**src/rtl/pipe_seg_adder_pkg.sv**
```systemverilog
// ============================================================================
// Module      : pipe_seg_adder_pkg
// Description : Shared constants and helper functions for the segmented
//               pipelined adder (stage count, saturation constants).
// Revision    : 1.0 - initial release
// ============================================================================
`default_nettype none

package pipe_seg_adder_pkg;

  localparam int DEFAULT_WIDTH = 32;
  localparam int DEFAULT_SEG_W = 8;

  // Widest operand the saturation helpers can describe
  localparam int SAT_MAX_W = 256;

  // Number of segments, which is also the number of pipeline stages
  function automatic int calc_nseg(input int width, input int seg_w);
    if (seg_w <= 0) begin
      return 0;
    end
    return width / seg_w;
  endfunction

  // Most positive two's-complement value of the given width: 0111..1
  function automatic logic [SAT_MAX_W-1:0] sat_max(input int width);
    logic [SAT_MAX_W-1:0] r;
    r = '0;
    for (int i = 0; i < SAT_MAX_W; i++) begin
      if (i < width - 1) begin
        r[i] = 1'b1;
      end
    end
    return r;
  endfunction

  // Most negative two's-complement value of the given width: 1000..0
  function automatic logic [SAT_MAX_W-1:0] sat_min(input int width);
    logic [SAT_MAX_W-1:0] r;
    r = '0;
    for (int i = 0; i < SAT_MAX_W; i++) begin
      if (i == width - 1) begin
        r[i] = 1'b1;
      end
    end
    return r;
  endfunction

endpackage

`default_nettype wire

```
**src/rtl/pipe_seg_adder_stage.sv**
```systemverilog
// ============================================================================
// Module      : seg_add_stage
// Description : One registered SEG_W-bit segment adder with carry in/out,
//               shared enable, valid pass-through and, in the top stage,
//               signed-overflow detection.
// Revision    : 1.0 - initial release
// ============================================================================
`default_nettype none

module seg_add_stage #(
  parameter int SEG_W = 8,
  parameter bit TOP   = 1'b0
) (
  input  logic             clk,
  input  logic             rst_n,
  input  logic             en_i,
  input  logic             valid_i,
  input  logic [SEG_W-1:0] a_i,
  input  logic [SEG_W-1:0] b_i,
  input  logic             cin_i,
  output logic             valid_o,
  output logic [SEG_W-1:0] sum_o,
  output logic             cout_o,
  output logic             ovf_o
);

  logic [SEG_W:0]   add_d;
  logic [SEG_W-1:0] sum_d;
  logic             cout_d;
  logic             cmsb_d;
  logic             ovf_d;

  logic             valid_q;
  logic [SEG_W-1:0] sum_q;
  logic             cout_q;
  logic             ovf_q;

  // Segment add is one bit wider than the segment to expose the carry
  assign add_d  = {1'b0, a_i} + {1'b0, b_i} + {{SEG_W{1'b0}}, cin_i};
  assign sum_d  = add_d[SEG_W-1:0];
  assign cout_d = add_d[SEG_W];
  // Carry into the segment MSB recovered from the MSB sum bit
  assign cmsb_d = a_i[SEG_W-1] ^ b_i[SEG_W-1] ^ sum_d[SEG_W-1];
  // Only the stage holding the word MSB reports signed overflow
  assign ovf_d  = TOP & (cmsb_d ^ cout_d);

  // Stage registers advance together under the global enable
  always_ff @(posedge clk or negedge rst_n) begin
    if (!rst_n) begin
      valid_q <= 1'b0;
      sum_q   <= '0;
      cout_q  <= 1'b0;
      ovf_q   <= 1'b0;
    end else if (en_i) begin
      valid_q <= valid_i;
      sum_q   <= sum_d;
      cout_q  <= cout_d;
      ovf_q   <= ovf_d;
    end
  end

  assign valid_o = valid_q;
  assign sum_o   = sum_q;
  assign cout_o  = cout_q;
  assign ovf_o   = ovf_q;

endmodule

`default_nettype wire

```
**src/rtl/pipe_seg_adder.sv**
```systemverilog
// ============================================================================
// Module      : pipe_seg_adder
// Description : WIDTH-bit adder pipelined as NSEG = WIDTH/SEG_W segment
//               stages with registered inter-stage carry, input/output skew
//               registers, valid/ready flow control with global stall,
//               unsigned carry-out and signed-overflow flags.
//               Optional macro PIPE_SEG_ADDER_SAT_EN saturates out_sum on
//               signed overflow.
// Revision    : 1.0 - initial release
// ============================================================================
`default_nettype none

module pipe_seg_adder
  import pipe_seg_adder_pkg::*;
#(
  parameter int WIDTH = DEFAULT_WIDTH,
  parameter int SEG_W = DEFAULT_SEG_W
) (
  input  logic             clk,
  input  logic             rst_n,
  input  logic             in_valid,
  output logic             in_ready,
  input  logic [WIDTH-1:0] in_a,
  input  logic [WIDTH-1:0] in_b,
  input  logic             in_cin,
  output logic             out_valid,
  input  logic             out_ready,
  output logic [WIDTH-1:0] out_sum,
  output logic             out_cout,
  output logic             out_ovf
);

  localparam int NSEG = calc_nseg(WIDTH, SEG_W);

  // Reject configurations that do not split into whole segments
  generate
    if ((SEG_W < 1) || (NSEG < 1) || ((WIDTH % SEG_W) != 0)) begin : g_bad_width
      $error("pipe_seg_adder: WIDTH must be a positive multiple of SEG_W");
    end
  endgenerate

  logic              adv;
  logic [NSEG:0]     valid_c;
  logic [NSEG:0]     carry_c;
  logic [NSEG-1:0]   ovf_c;
  logic [WIDTH-1:0]  sum_c;

  // The pipeline moves whenever the output slot is empty or being drained
  assign adv      = !out_valid | out_ready;
  assign in_ready = adv;

  assign valid_c[0] = in_valid;
  assign carry_c[0] = in_cin;

  generate
    for (genvar k = 0; k < NSEG; k++) begin : g_seg
      localparam int ODEP = NSEG - 1 - k;

      logic [SEG_W-1:0] a_use;
      logic [SEG_W-1:0] b_use;
      logic [SEG_W-1:0] s_stage;

      // Input skew: segment k operands wait k cycles for their carry
      if (k == 0) begin : g_no_in_skew
        assign a_use = in_a[0 +: SEG_W];
        assign b_use = in_b[0 +: SEG_W];
      end else begin : g_in_skew
        logic [SEG_W-1:0] a_skew_q [k];
        logic [SEG_W-1:0] b_skew_q [k];

        // Operand segment delay line
        always_ff @(posedge clk or negedge rst_n) begin
          if (!rst_n) begin
            for (int j = 0; j < k; j++) begin
              a_skew_q[j] <= '0;
              b_skew_q[j] <= '0;
            end
          end else if (adv) begin
            a_skew_q[0] <= in_a[k*SEG_W +: SEG_W];
            b_skew_q[0] <= in_b[k*SEG_W +: SEG_W];
            for (int j = 1; j < k; j++) begin
              a_skew_q[j] <= a_skew_q[j-1];
              b_skew_q[j] <= b_skew_q[j-1];
            end
          end
        end

        assign a_use = a_skew_q[k-1];
        assign b_use = b_skew_q[k-1];
      end

      seg_add_stage #(
        .SEG_W (SEG_W),
        .TOP   (k == NSEG - 1)
      ) u_stage (
        .clk     (clk),
        .rst_n   (rst_n),
        .en_i    (adv),
        .valid_i (valid_c[k]),
        .a_i     (a_use),
        .b_i     (b_use),
        .cin_i   (carry_c[k]),
        .valid_o (valid_c[k+1]),
        .sum_o   (s_stage),
        .cout_o  (carry_c[k+1]),
        .ovf_o   (ovf_c[k])
      );

      // Output skew: earlier segments wait for the top segment to finish
      if (ODEP == 0) begin : g_no_out_skew
        assign sum_c[k*SEG_W +: SEG_W] = s_stage;
      end else begin : g_out_skew
        logic [SEG_W-1:0] s_skew_q [ODEP];

        // Partial sum delay line
        always_ff @(posedge clk or negedge rst_n) begin
          if (!rst_n) begin
            for (int j = 0; j < ODEP; j++) begin
              s_skew_q[j] <= '0;
            end
          end else if (adv) begin
            s_skew_q[0] <= s_stage;
            for (int j = 1; j < ODEP; j++) begin
              s_skew_q[j] <= s_skew_q[j-1];
            end
          end
        end

        assign sum_c[k*SEG_W +: SEG_W] = s_skew_q[ODEP-1];
      end
    end
  endgenerate

  assign out_valid = valid_c[NSEG];
  assign out_cout  = carry_c[NSEG];
  // Lower stages tie their overflow output low, so this is the top stage flag
  assign out_ovf   = |ovf_c;

`ifdef PIPE_SEG_ADDER_SAT_EN
  localparam logic [WIDTH-1:0] SAT_MAX = WIDTH'(sat_max(WIDTH));
  localparam logic [WIDTH-1:0] SAT_MIN = WIDTH'(sat_min(WIDTH));

  logic [1:0] msb_skew_q [NSEG];

  // Operand sign bits follow the word so the clamp direction is known
  always_ff @(posedge clk or negedge rst_n) begin
    if (!rst_n) begin
      for (int j = 0; j < NSEG; j++) begin
        msb_skew_q[j] <= 2'b00;
      end
    end else if (adv) begin
      msb_skew_q[0] <= {in_a[WIDTH-1], in_b[WIDTH-1]};
      for (int j = 1; j < NSEG; j++) begin
        msb_skew_q[j] <= msb_skew_q[j-1];
      end
    end
  end

  // Overflow implies equal operand signs: both negative clamps low
  assign out_sum = !out_ovf ? sum_c :
                   (&msb_skew_q[NSEG-1]) ? SAT_MIN : SAT_MAX;
`else
  assign out_sum = sum_c;
`endif

endmodule

`default_nettype wire
```
**config.mk**
```make
export PLATFORM = sky130hd
export DESIGN_NAME = pipe_seg_adder
export DESIGN_NICKNAME = d
export VERILOG_FILES = /design/src/rtl/pipe_seg_adder_pkg.sv /design/src/rtl/pipe_seg_adder_stage.sv /design/src/rtl/pipe_seg_adder.sv
export SDC_FILE = /design/constraint.sdc
export NUM_CORES = 1
export LEC_CHECK = 0
export CAP_MARGIN = 30
export CORE_MARGIN = 2
export CORE_UTILIZATION = 56
export CTS_CLUSTER_DIAMETER = 50
export DETAILED_ROUTE_END_ITERATION = 7
export GPL_TIMING_DRIVEN = 0
export PLACE_DENSITY = 0.81
export SYNTH_ARGS = -nofsm -noshare
export SYNTH_HDL_FRONTEND = slang
export SYNTH_SLANG_ARGS = --single-unit
export TNS_END_PERCENT = 20
```
**constraint.sdc**
```tcl
create_clock -name clk -period 2.7 [get_ports clk]
set_input_delay 0.675 -clock clk [delete_from_list [all_inputs] [get_ports clk]]
set_output_delay 0.675 -clock clk [all_outputs]
set_load 0.02 [all_outputs]
```
Word level (Yosys, flattened, before mapping)
Cells that the tools add are included.
{"block": "totals", "latch_bits": 0, "inputBits": 69, "mem_bits_rw": 0, "wordCells": 44, "romBits": 0, "reg_bits": 185, "mem_count": 0}
{"block": "op_classes", "div_mod_pow": 0, "n_addsub": 8, "magnitude_cmp": 0, "reduce_logical": 1, "eq_ne": 0, "muxes": 0, "mul": 0, "n_bitwise": 4, "n_shift": 0}
{"operator": "adder 8 x 8 -> 9 bit", "count": 4}
{"operator": "adder 9 x 1 -> 9 bit", "count": 4}
{"operator": "XOR 1 bit", "count": 3}
{"operator": "logical NOT 1 bit", "count": 1}
{"operator": "bitwise OR 1 bit", "count": 1}

Longest topological paths before layout
Gate-level depths: netlist of run 1.
{"block": "depth", "word_depth": 4, "mapped_depth": 7, "ltp_nobuf": 7}

By module
Synthesis of run 1 repeated with hierarchy kept, for this count alone.
{"block": "hier_totals", "cells_unflattened": 624, "area_unflattened_um2": 8683.3}
{"mod": "pipe_seg_adder", "area_each_um2": 5674.2, "cells_each": 322, "instances": 1}
{"mod": "seg_add_stage at g_seg[0].u_stage ...", "area_each_um2": 749.5, "cells_each": 79, "instances": 2}
{"mod": "seg_add_stage at g_seg[2].u_stage", "area_each_um2": 769.5, "cells_each": 77, "instances": 1}
{"mod": "seg_add_stage at g_seg[3].u_stage", "area_each_um2": 740.7, "cells_each": 67, "instances": 1}

Worst setup path after synthesis of run 1
No wires, ideal clock.
{"block": "synth_timing", "path_kind": "input -> register", "startpoint": "in in_a[0]", "endpoint": "reg g_seg[0].u_stage.cout_q", "setup_ps": 124, "required_time_ps": 2576, "n_path_buf": 0, "t_arrival_ps": 2346, "path_slack_ps": 230, "path_stages": 7, "path_cell_list": "fa_1 fa_1 a21o_1 a21o_4 a21oi_2 a21oi_1 o31a_1"}
{"block": "synth_via", "elab_chain_len": 2}
{"element": "start: declaration", "line": "pipe_seg_adder.sv:23", "source": "input logic [WIDTH-1:0] in_a,"}
{"element": "adder 8 x 8 -> 9 bit", "line": "pipe_seg_adder_stage.sv:39", "source": "assign add_d = {1'b0, a_i} + {1'b0, b_i} + {{SEG_W{1'b0}}, cin_i};"}
{"element": "adder 9 x 1 -> 9 bit", "line": "pipe_seg_adder_stage.sv:39"}
{"element": "end signal: assignment", "line": "pipe_seg_adder_stage.sv:57", "source": "cout_q <= cout_d;"}
{"element": "end: declaration", "line": "pipe_seg_adder_stage.sv:35", "source": "logic cout_q;"}
No other way between the ends.
A chain may end at the register's enable or synchronous reset.

Worst setup path in the final report of run 1
Ends and elaborated chain as after synthesis.

==> flow_summary.json, run 1 <==
{
  "status": "completed",
  "root_buffer": "clkbuf_16",
  "max_slew_margin_pct": 54.4,
  "fin_skew_ns": 0.00538,
  "drt_iter0_drc": 398,
  "rsz0062_at_grt": "false",
  "diodes": 0,
  "global_route.overflow_total": 0,
  "io_pins": 105,
  "cts_buffers": 17,
  "portBuffers": 104,
  "layout_min_cycle_time_ns": 2.60,
  "cts.sinks": 185,
  "start_kind": "primary input",
  "routed_via_density": 5.10,
  "drt-pass1-iter-count": 4,
  "grt_pass1_wl_um": 29600,
  "synth_cell_type_count": 38,
  "clock_latency_ns": 0.43,
  "grt_start_max_net_pins": 95,
  "synthArstFlopShare_pct": 100,
  "cp.required_ns": 3.02,
  "syn-cell-area_mm2": 0.00830,
  "cellPowerDensity_mw_per_mm2": 1190,
  "hold_viol": 0,
  "antenna_found_initial": 0,
  "yosysTopAreaCell": "dfrtp_1",
  "synthFlopType": "dfrtp_1",
  "worstPathArrival_ns": 2.93,
  "drc_errors": 0,
  "min_path_type": "primary input to asynchronous set/reset pin",
  "post-route-period-util_pct": 96.3,
  "h-tree-depth": 4,
  "area_delta_synth_final_pct": 22.9,
  "irDropWorstVdd_uv": 619,
  "place.gp.congestion": 0.808,
  "fp.dieW_um": 126,
  "fin_nets": 1150,
  "drt-total-wl_um": 17700,
  "fp.dieArea_mm2": 0.0158,
  "grt_usage_pct": 23.7,
  "path_max_fanout": 3,
  "std_cell_rows": 44,
  "slew_viol_final": 0,
  "hpwl_um": 12400,
  "whs_ns": 0.261,
  "finalSetupViolCount": 0,
  "synth_edf_count": 0,
  "ys_seq_area_share_pct": 55.8,
  "cts_tree": "yes",
  "start_util_pct": 57.3,
  "wl_per_cell_um": 14.2,
  "synth_warnings": 0,
  "stdcell_area_mm2": 0.0102,
  "crit_type": "primary input to flip-flop",
  "path_clk_slew_ns": 0.07,
  "p_leak_uw": 0.00520,
  "synth_fp_nets": 1026,
  "synth_top_area_share_pct": 55.8,
  "synth_cells": 921,
  "max_freq_mhz": 384,
  "cts_max_path_buffers": 2,
  "synth_common_cells": "nand2_1 (491), dfrtp_1 (185), a21oi_1 (31)",
  "chipHeight_um": 126,
  "num_vias": 6330,
  "yosys.cell_count.top_type": "nand2_1",
  "crit_path_end_kind": "flip-flop",
  "cts_hold_buf": 0,
  "timing.max_cap.violations": 0,
  "post_synth.cell_area_avg_um2": 9.01,
  "placed_area_mm2": 0.00960,
  "grt_pass1_vias": 6172,
  "coreArea_mm2": 0.0145,
  "synth_area_leaders": "dfrtp_1 (56%), nand2_1 (22%), ha_1 (4.2%)",
  "postRouteAntennaNets": 0,
  "drive_above_1_share_pct": 7.84,
  "ys_ff_latch": 185,
  "tightestPinTransition_ns": 0.684
}
critical path: stages:
cell             delay [ns]
clkdlybuf4s50_1        0.43
fa_1                   0.46
fa_1                   0.42
a21o_1                 0.19
a21o_4                 0.22
a21oi_2                0.18
a21oi_1                0.11
o31a_1                 0.24
cell type report:
type,instances,area [µm²]
repair buffers,106,1080
clock buffers,19,443
flip-flops and latches,185,4630
clock inverters,13,146
inverters,5,18.8
multi-input cells,669,3300
well taps,184,230
plain buffers,61,348
fillers,1155,4280
flip-flops by register name (all words and copies together), names as in the netlist:
register	cells
g_seg.u_stage.ovf_o	1
g_seg.b_use	24
g_seg.u_stage.cout_o	4
g_seg.g_in_skew.a_skew_q	24
g_seg.u_stage.sum_o	32
g_seg.u_stage.valid_o	4
g_seg.g_in_skew.b_skew_q	24
g_seg.g_out_skew.s_skew_q	32
out_sum	16
g_seg.a_use	24
layer usage:
metal,vias to the layer above,part of all wire (%),track usage (%)
li1,3146,-,-
met1,3049,45,31.1
met2,115,50,39.9
met3,20,3.6,4.76
met4,0,1.6,7.95
met5,-,0,0
timing repair:
action / in CTS / in global routing
setup endpoints to repair: 1 / 0
gates resized for setup: 4 / 0
buffers inserted: 1 / 0
report_power, final:
| group | internal (µW) | switching (µW) | leakage (µW) | total (µW) |
|---|---|---|---|---|
| combinational | 2220 | 2740 | 0.00270 | 4960 |
| clock | 1390 | 1080 | 0.000272 | 2480 |
| sequential | 3990 | 737 | 0.00223 | 4720 |
| total | 7600 | 4560 | 0.00520 | 12200 |
placed cells by master (no fill, tap or decap), types with 2 or more instances in the layout:
master / n
inv_6: 2
nand3_1: 4
fa_1: 8
a41o_1: 3
xnor2_1: 16
o21ai_1: 2
a21o_1: 12
o211ai_1: 5
a21oi_1: 31
buf_2: 13
a21oi_2: 3
clkdlybuf4s50_1: 102
nor3b_1: 4
or4b_1: 2
clkinvlp_4: 5
a211oi_1: 2
clkinv_4: 3
clkbuf_16: 17
nand2_1: 491
nand4b_1: 2
ha_1: 28
nor3_1: 2
xor2_1: 6
a221oi_1: 2
inv_1: 4
nor2_1: 15
nand4_1: 4
a21o_4: 2
o21ai_0: 11
buf_4: 28
o31a_1: 3
bufinv_16: 2
dfrtp_1: 185
clkbuf_1: 21
nand2b_1: 4
final timing paths:
check                                               from                               to  slack, ns  cells after the start
worst max-delay path                             in_a[0]          g_seg[0].u_stage.cout_o        0.1                      8
worst min-delay path                               rst_n                       out_sum[2]       0.26                      1
worst max register to register         g_seg[1].a_use[0]          g_seg[1].u_stage.cout_o       0.34                      7
worst min register to register  g_seg[2].u_stage.valid_o         g_seg[2].u_stage.valid_o       0.46                      2
max in group asynchronous                          rst_n  g_seg[2].g_out_skew.s_skew_q[6]       1.55                      2
min in group clk                g_seg[2].u_stage.valid_o         g_seg[2].u_stage.valid_o       0.46                      2
stage by stage:
stage	std cells	util [%]	setup TNS, ns	setup slack [ns]	total power, µW
finish	1242	70.4	0	0.0989	12200
CTS	1242	70.4	0	0.106	12200
global placement	1209	66.1	-1210.60	-6.55	9510
detailed placement	1210	66.3	-1.16	-0.550	9700
global route	1242	70.4	0	0.0428	13100
floorplan	921	-	0	0.230	8060
logic make-up (layout without fill, tap and decap cells):
group / count (synthesis) / after routing / share of synthesized area, %
compound gates: 79 / 79 / 6.21
simple gates: 531 / 531 / 25.0
buf+inv: 67 / 204 / 4.45
fa+ha+maj: 36 / 36 / 6.15
flops: 185 / 185 / 55.8
mux: 1 / 1 / 0.121
xor+xnor: 22 / 22 / 2.32
(Power assumes the default switching activity.)
==> run 2, diff against run 1 <==
--- a/config.mk
+++ b/config.mk
@@ -12,6 +12,7 @@
 export DETAILED_ROUTE_END_ITERATION = 7
 export GPL_TIMING_DRIVEN = 0
 export PLACE_DENSITY = 0.81
+export RECOVER_POWER = 25
 export SYNTH_ARGS = -nofsm -noshare
 export SYNTH_HDL_FRONTEND = slang
 export SYNTH_SLANG_ARGS = --single-unit
==> run 2 against run 1 <==
The run now ends with capacitance limit, slew limit left. Hold slack better by 0.20 ns. Routed wire length hardly changed. Total power hardly changed.
==> flow_summary.json, run 2 (synthesis results as in run 1) <==
{
  "std_cell_rows": 44,
  "crit_family": "compound AO/OA/AOI/OAI gates",
  "io_pins": 105,
  "rrSetupSlack_ns": 0.34,
  "cellPowerDensity_mw_per_mm2": 1190,
  "finalSetupViolCount": 0,
  "drt_iter0_drc": 398,
  "timing.max_cap.violations": 1,
  "r2r-start": "g_seg[1].a_use[0]",
  "area_delta_synth_final_pct": 22.8,
  "drt-total-wl_um": 17700,
  "wl_per_cell_um": 14.2,
  "cts_max_path_buffers": 2,
  "grt_pass1_wl_um": 29600,
  "final_cell_mix": "nand2_1 (491), dfrtp_1 (185), clkdlybuf4s50_1 (102)",
  "global_route.overflow_total": 0,
  "slew_viol_final": 92,
  "chipHeight_um": 126,
  "whs_ns": 0.458,
  "routed_via_density": 5.10,
  "cp_cell_sequence": "clkdlybuf4s50_1 > fa_1 > fa_1 > a21o_1 > a21o_4 > a21oi_2 > a21oi_1 > o31a_1",
  "antenna_found_initial": 0,
  "cts_hold_buf": 0,
  "coreArea_mm2": 0.0145,
  "fin_skew_ns": 0.00551,
  "crit_type": "primary input to flip-flop",
  "cts_tree": "yes",
  "r2r-end": "g_seg[1].u_stage.cout_o",
  "h-tree-depth": 4,
  "cts.sinks": 185,
  "fp.dieArea_mm2": 0.0158,
  "violations": "capacitance limit, slew limit",
  "worstPathArrival_ns": 2.93,
  "worst-path-buf-inv": 1,
  "num_vias": 6333,
  "fp.dieW_um": 126,
  "grt_start_max_net_pins": 95,
  "crit_path_end_kind": "flip-flop",
  "place.gp.congestion": 0.808,
  "min_from": "g_seg[2].u_stage.valid_o",
  "hold_viol": 0,
  "fin_nets": 1150,
  "grt_pass1_vias": 6172,
  "final_common_cell": "nand2_1",
  "diodes": 0,
  "status": "complete, but fails checks",
  "tightestPinTransition_ns": 2.05,
  "post-route-period-util_pct": 96.3,
  "path_max_fanout": 3,
  "rsz0062_at_grt": "false",
  "crit_slowest_cell": "fa_1",
  "drc_errors": 0,
  "holdPathStages": 2,
  "drt-pass1-iter-count": 4,
  "postRouteAntennaNets": 0,
  "layout_min_cycle_time_ns": 2.60,
  "irDropWorstVdd_uv": 619,
  "start_kind": "primary input",
  "drive_above_1_share_pct": 7.84,
  "fin_util_pct": 70.4,
  "start_util_pct": 57.3,
  "portBuffers": 104,
  "p_leak_uw": 0.00520,
  "clock_latency_ns": 0.43,
  "fin_setup_tns_ns": 0,
  "crit_path_frequent_cell": "fa_1",
  "max_stage_delay_ns": 0.46,
  "path_clk_slew_ns": 0.07,
  "max_freq_mhz": 384,
  "cts_buffers": 17,
  "cp.required_ns": 3.02,
  "hpwl_um": 12400,
  "min_path_type": "flip-flop to flip-flop",
  "ff2ff_path_depth": 7,
  "placed_area_mm2": 0.00960,
  "grt_usage_pct": 23.7,
  "max_slew_margin_pct": -36.7,
  "stdcell_area_mm2": 0.0102,
  "root_buffer": "clkbuf_16",
  "min_to": "g_seg[2].u_stage.valid_o"
}
-- run 2: cell counts in the layout (fill, tap and decap cells not counted) --
Identical to the previous run, type by type.
-- run 2: metrics by stage --
stage	cells	setup WS [ns]	power, µW
global route	1242	0.0428	13100
finish	1242	0.0990	12200
global placement	1209	-6.55	9510
CTS	1242	0.106	12200
floorplan	921	0.230	8060
detailed placement	1210	-0.550	9700
-- run 2: worst max path at each step --
stage | startpoint | end | cells past startpoint
after floorplan | in_a[0] | g_seg[0].u_stage.cout_o | 7
after global placement | rst_n | g_seg[2].g_in_skew.b_skew_q[14] | 1
after detailed placement | out_ready | in_ready | 6
after CTS | in_a[0] | g_seg[0].u_stage.cout_o | 8
after global routing | in_a[0] | g_seg[0].u_stage.cout_o | 8
final | in_a[0] | g_seg[0].u_stage.cout_o | 8
-- run 2: what timing repair did --
| item | 4_1_cts | 5_1_grt |
|---|---|---|
| endpoints found under the setup margin | 1 | 0 |
| setup buffers | 1 | 0 |
| gates resized for setup | 4 | 0 |
-- run 2: final cells by class --
type	count	area [µm²]
Clock inverter	13	146
Tap cell	184	230
Timing Repair Buffer	106	1070
Clock buffer	19	443
Multi-Input combinational cell	669	3300
Inverter	5	18.8
Buffer	61	348
Fill cell	1156	4290
Sequential cell	185	4630
-- run 2: power by group --
group / internal [µW] / switching [µW]
Combinational: 2220 / 2740
Clock: 1390 / 1080
Sequential: 3990 / 737
Total: 7600 / 4560
-- run 2: worst reg2reg max path, delay by kind of cell (launching register included) --
family | cells | cell delay (ns)
AO/OA/AOI/OAI | 5 | 0.95
adder cells (fa/ha/maj) | 2 | 0.89
flip-flops | 1 | 0.41
-- run 2: routing by layer --
layer / global-route usage, % / vias to the layer above / wire length [µm]
met1: 31.1 / 3052 / 7930
met5: 0 / - / 0
li1: - / 3146 / -
met4: 7.95 / 0 / 291
met2: 39.9 / 115 / 8820
met3: 4.76 / 20 / 634
==> run 3, diff against run 2 <==
--- a/config.mk
+++ b/config.mk
@@ -7,11 +7,11 @@
 export LEC_CHECK = 0
 export CAP_MARGIN = 30
 export CORE_MARGIN = 2
-export CORE_UTILIZATION = 56
+export CORE_UTILIZATION = 44
 export CTS_CLUSTER_DIAMETER = 50
 export DETAILED_ROUTE_END_ITERATION = 7
 export GPL_TIMING_DRIVEN = 0
-export PLACE_DENSITY = 0.81
+export PLACE_DENSITY = 0.66
 export RECOVER_POWER = 25
 export SYNTH_ARGS = -nofsm -noshare
 export SYNTH_HDL_FRONTEND = slang
==> run 3 against run 2 <==
The run still ends with capacitance limit, slew limit left. Die area rose by 26%. Core utilization fell by 15 points. Combinational power decreased by 1%. Clock skew grew 0.0036 ns. Critical path depth unchanged. Total power is 0.16% higher. Register-to-register slack gained 0.03 ns. Final cell count is 3.8% higher. Critical path type unchanged. Highest routed layer unchanged.
==> flow_summary.json, run 3 (synthesis results as in run 1) <==
{
  "final_cell_mix": "nand2_1 (491), dfrtp_1 (185), clkdlybuf4s50_1 (102)",
  "fin_setup_tns_ns": 0,
  "crit_slowest_cell": "fa_1",
  "chipHeight_um": 141,
  "highest_layer": "met4",
  "path_clk_slew_ns": 0.06,
  "io_pins": 105,
  "fp.dieW_um": 141,
  "clock_latency_ns": 0.42,
  "fp.dieArea_mm2": 0.0200,
  "coreArea_mm2": 0.0186,
  "crit_path_frequent_cell": "fa_1",
  "place.gp.congestion": 0.854,
  "root_buffer": "clkbuf_16",
  "drive_above_1_share_pct": 7.58,
  "diodes": 0,
  "critPathCapture": "g_seg[0].u_stage.cout_o",
  "crit_path_start": "in_a[0]",
  "p_sw_uw": 4470,
  "p_clk_share_pct": 20.9,
  "grt_pass1_wl_um": 30500,
  "power_frac_comb_pct": 40.3,
  "dr_wl_met2_um": 8450,
  "cp_cell_sequence": "clkdlybuf4s50_1 > fa_1 > fa_1 > a21o_1 > a21o_4 > a21oi_2 > a21oi_1 > o31a_1",
  "tightestPinTransition_ns": 1.88,
  "hpwl_um": 12700,
  "drc_errors": 0,
  "post-route-period-util_pct": 97.0,
  "start_util_pct": 44.7,
  "irDropWorstVdd_uv": 513,
  "grt_pass1_vias": 6119,
  "crit_family": "compound AO/OA/AOI/OAI gates",
  "r2r-end": "g_seg[1].u_stage.cout_o",
  "grt_usage_pct": 19.4,
  "seqPwrFrac_pct": 38.8,
  "drt_iter0_drc": 433,
  "met3_length_um": 584,
  "fin_skew_ns": 0.00911,
  "ff2ff_path_depth": 7,
  "p_leak_uw": 0.00522,
  "h-tree-depth": 4,
  "cts.sinks": 185,
  "crit_type": "primary input to flip-flop",
  "start_kind": "primary input",
  "status": "complete, but fails checks",
  "switching_share_pct": 36.7,
  "worst-path-buf-inv": 1,
  "timing.max_cap.violations": 1,
  "max_slew_margin_pct": -25.4,
  "slew_viol_final": 75,
  "portBuffers": 104,
  "hold_viol": 0,
  "p_int_uw": 7710,
  "routed_via_density": 4.80,
  "dp.cells": 1260,
  "cts_max_path_buffers": 2,
  "cp.required_ns": 3.00,
  "fin_nets": 1150,
  "antenna_found_initial": 0,
  "std_cell_rows": 50,
  "area_delta_synth_final_pct": 23.6,
  "layout_min_cycle_time_ns": 2.62,
  "cellPowerDensity_mw_per_mm2": 1190,
  "min_path_type": "flip-flop to flip-flop",
  "nFillCells": 1742,
  "global_route.overflow_total": 0,
  "crit_path_end_kind": "flip-flop",
  "violations": "capacitance limit, slew limit",
  "path_max_fanout": 3,
  "rsz0062_at_grt": "false",
  "num_vias": 6193,
  "r2r-start": "g_seg[1].a_use[0]",
  "cts_buffers": 17,
  "wl_per_cell_um": 14.0,
  "final_common_cell": "nand2_1",
  "rrSetupSlack_ns": 0.37,
  "worstPathArrival_ns": 2.92,
  "layoutNonFillerInstCount": 1289,
  "postRouteAntennaNets": 0,
  "max_freq_mhz": 382,
  "max_stage_delay_ns": 0.47,
  "drt-pass1-iter-count": 4,
  "critical_path_depth": 8,
  "finalSetupViolCount": 0,
  "wirelength_met1_um": 8790,
  "drt-total-wl_um": 18100,
  "grt_start_max_net_pins": 112,
  "cts_tree": "yes"
}
## run 3: power by group through the flow
stage / sequential [µW] / clock (µW) / combinational [µW]
after detailed placement: 4770 / 0 / 4960
after global placement: 4750 / 0 / 4830
after floorplan: 4710 / 0 / 3350
after global routing: 4880 / 2710 / 5570
after CTS: 4740 / 2580 / 4990
final: 4730 / 2540 / 4910
## run 3: timing repair
item,CTS,global route
hold buffers,0,0
setup endpoints to repair,1,1
resized for setup,2,1
buffers inserted,1,0
## run 3: routing by layer
metal	global-route usage, %	up-vias
met3	3.91	19
li1	-	3141
met2	30.9	108
met5	0	-
met4	5.74	0
met1	27.1	2925
## run 3: worst reg2reg max path, delay by kind of cell, from the launching register on
family / cells / cell delay (ns)
compound gates: 5 / 0.92
fa+ha+maj: 2 / 0.89
flops: 1 / 0.41
## run 3: worst min-delay path by stage
stage          slack, ns                          endpoint  cells after the start                       startpoint
2_1_floorplan       0.38  g_seg[0].g_out_skew.s_skew_q[10]                      0                            rst_n
3_3_place_gp        0.44          g_seg[2].u_stage.valid_o                      2         g_seg[2].u_stage.valid_o
3_5_place_dp        0.45         g_seg[3].u_stage.sum_o[1]                      2        g_seg[3].u_stage.sum_o[1]
4_1_cts             0.23                        out_sum[2]                      1                            rst_n
5_1_grt             0.48   g_seg[3].g_in_skew.a_skew_q[12]                      2  g_seg[3].g_in_skew.a_skew_q[12]
6_report            0.46    g_seg[2].g_in_skew.b_skew_q[8]                      2   g_seg[2].g_in_skew.b_skew_q[8]
## run 3: cell type report
class	instances	area [µm²]	area share, %
clock buffers	21	470	4.59
plain buffers	61	348	3.39
repair buffers	106	1070	10.4
clock inverters	8	121	1.18
well taps	234	293	2.86
multi-input cells	669	3300	32.2
flip-flops and latches	185	4630	45.2
inverters	5	18.8	0.183
## run 3: through the flow
stage	setup slack [ns]	hold WS (ns)	total power (µW)	area, µm²	util, %
6_report	0.0808	0.463	12200	10300	55.2
5_1_grt	0.0168	0.481	13200	10300	55.2
4_1_cts	0.0857	0.228	12300	10300	55.2
3_5_place_dp	-0.562	0.455	9720	9660	52.0
3_3_place_gp	-6.78	0.443	9590	9630	51.8
2_1_floorplan	0.230	0.379	8060	8300	-
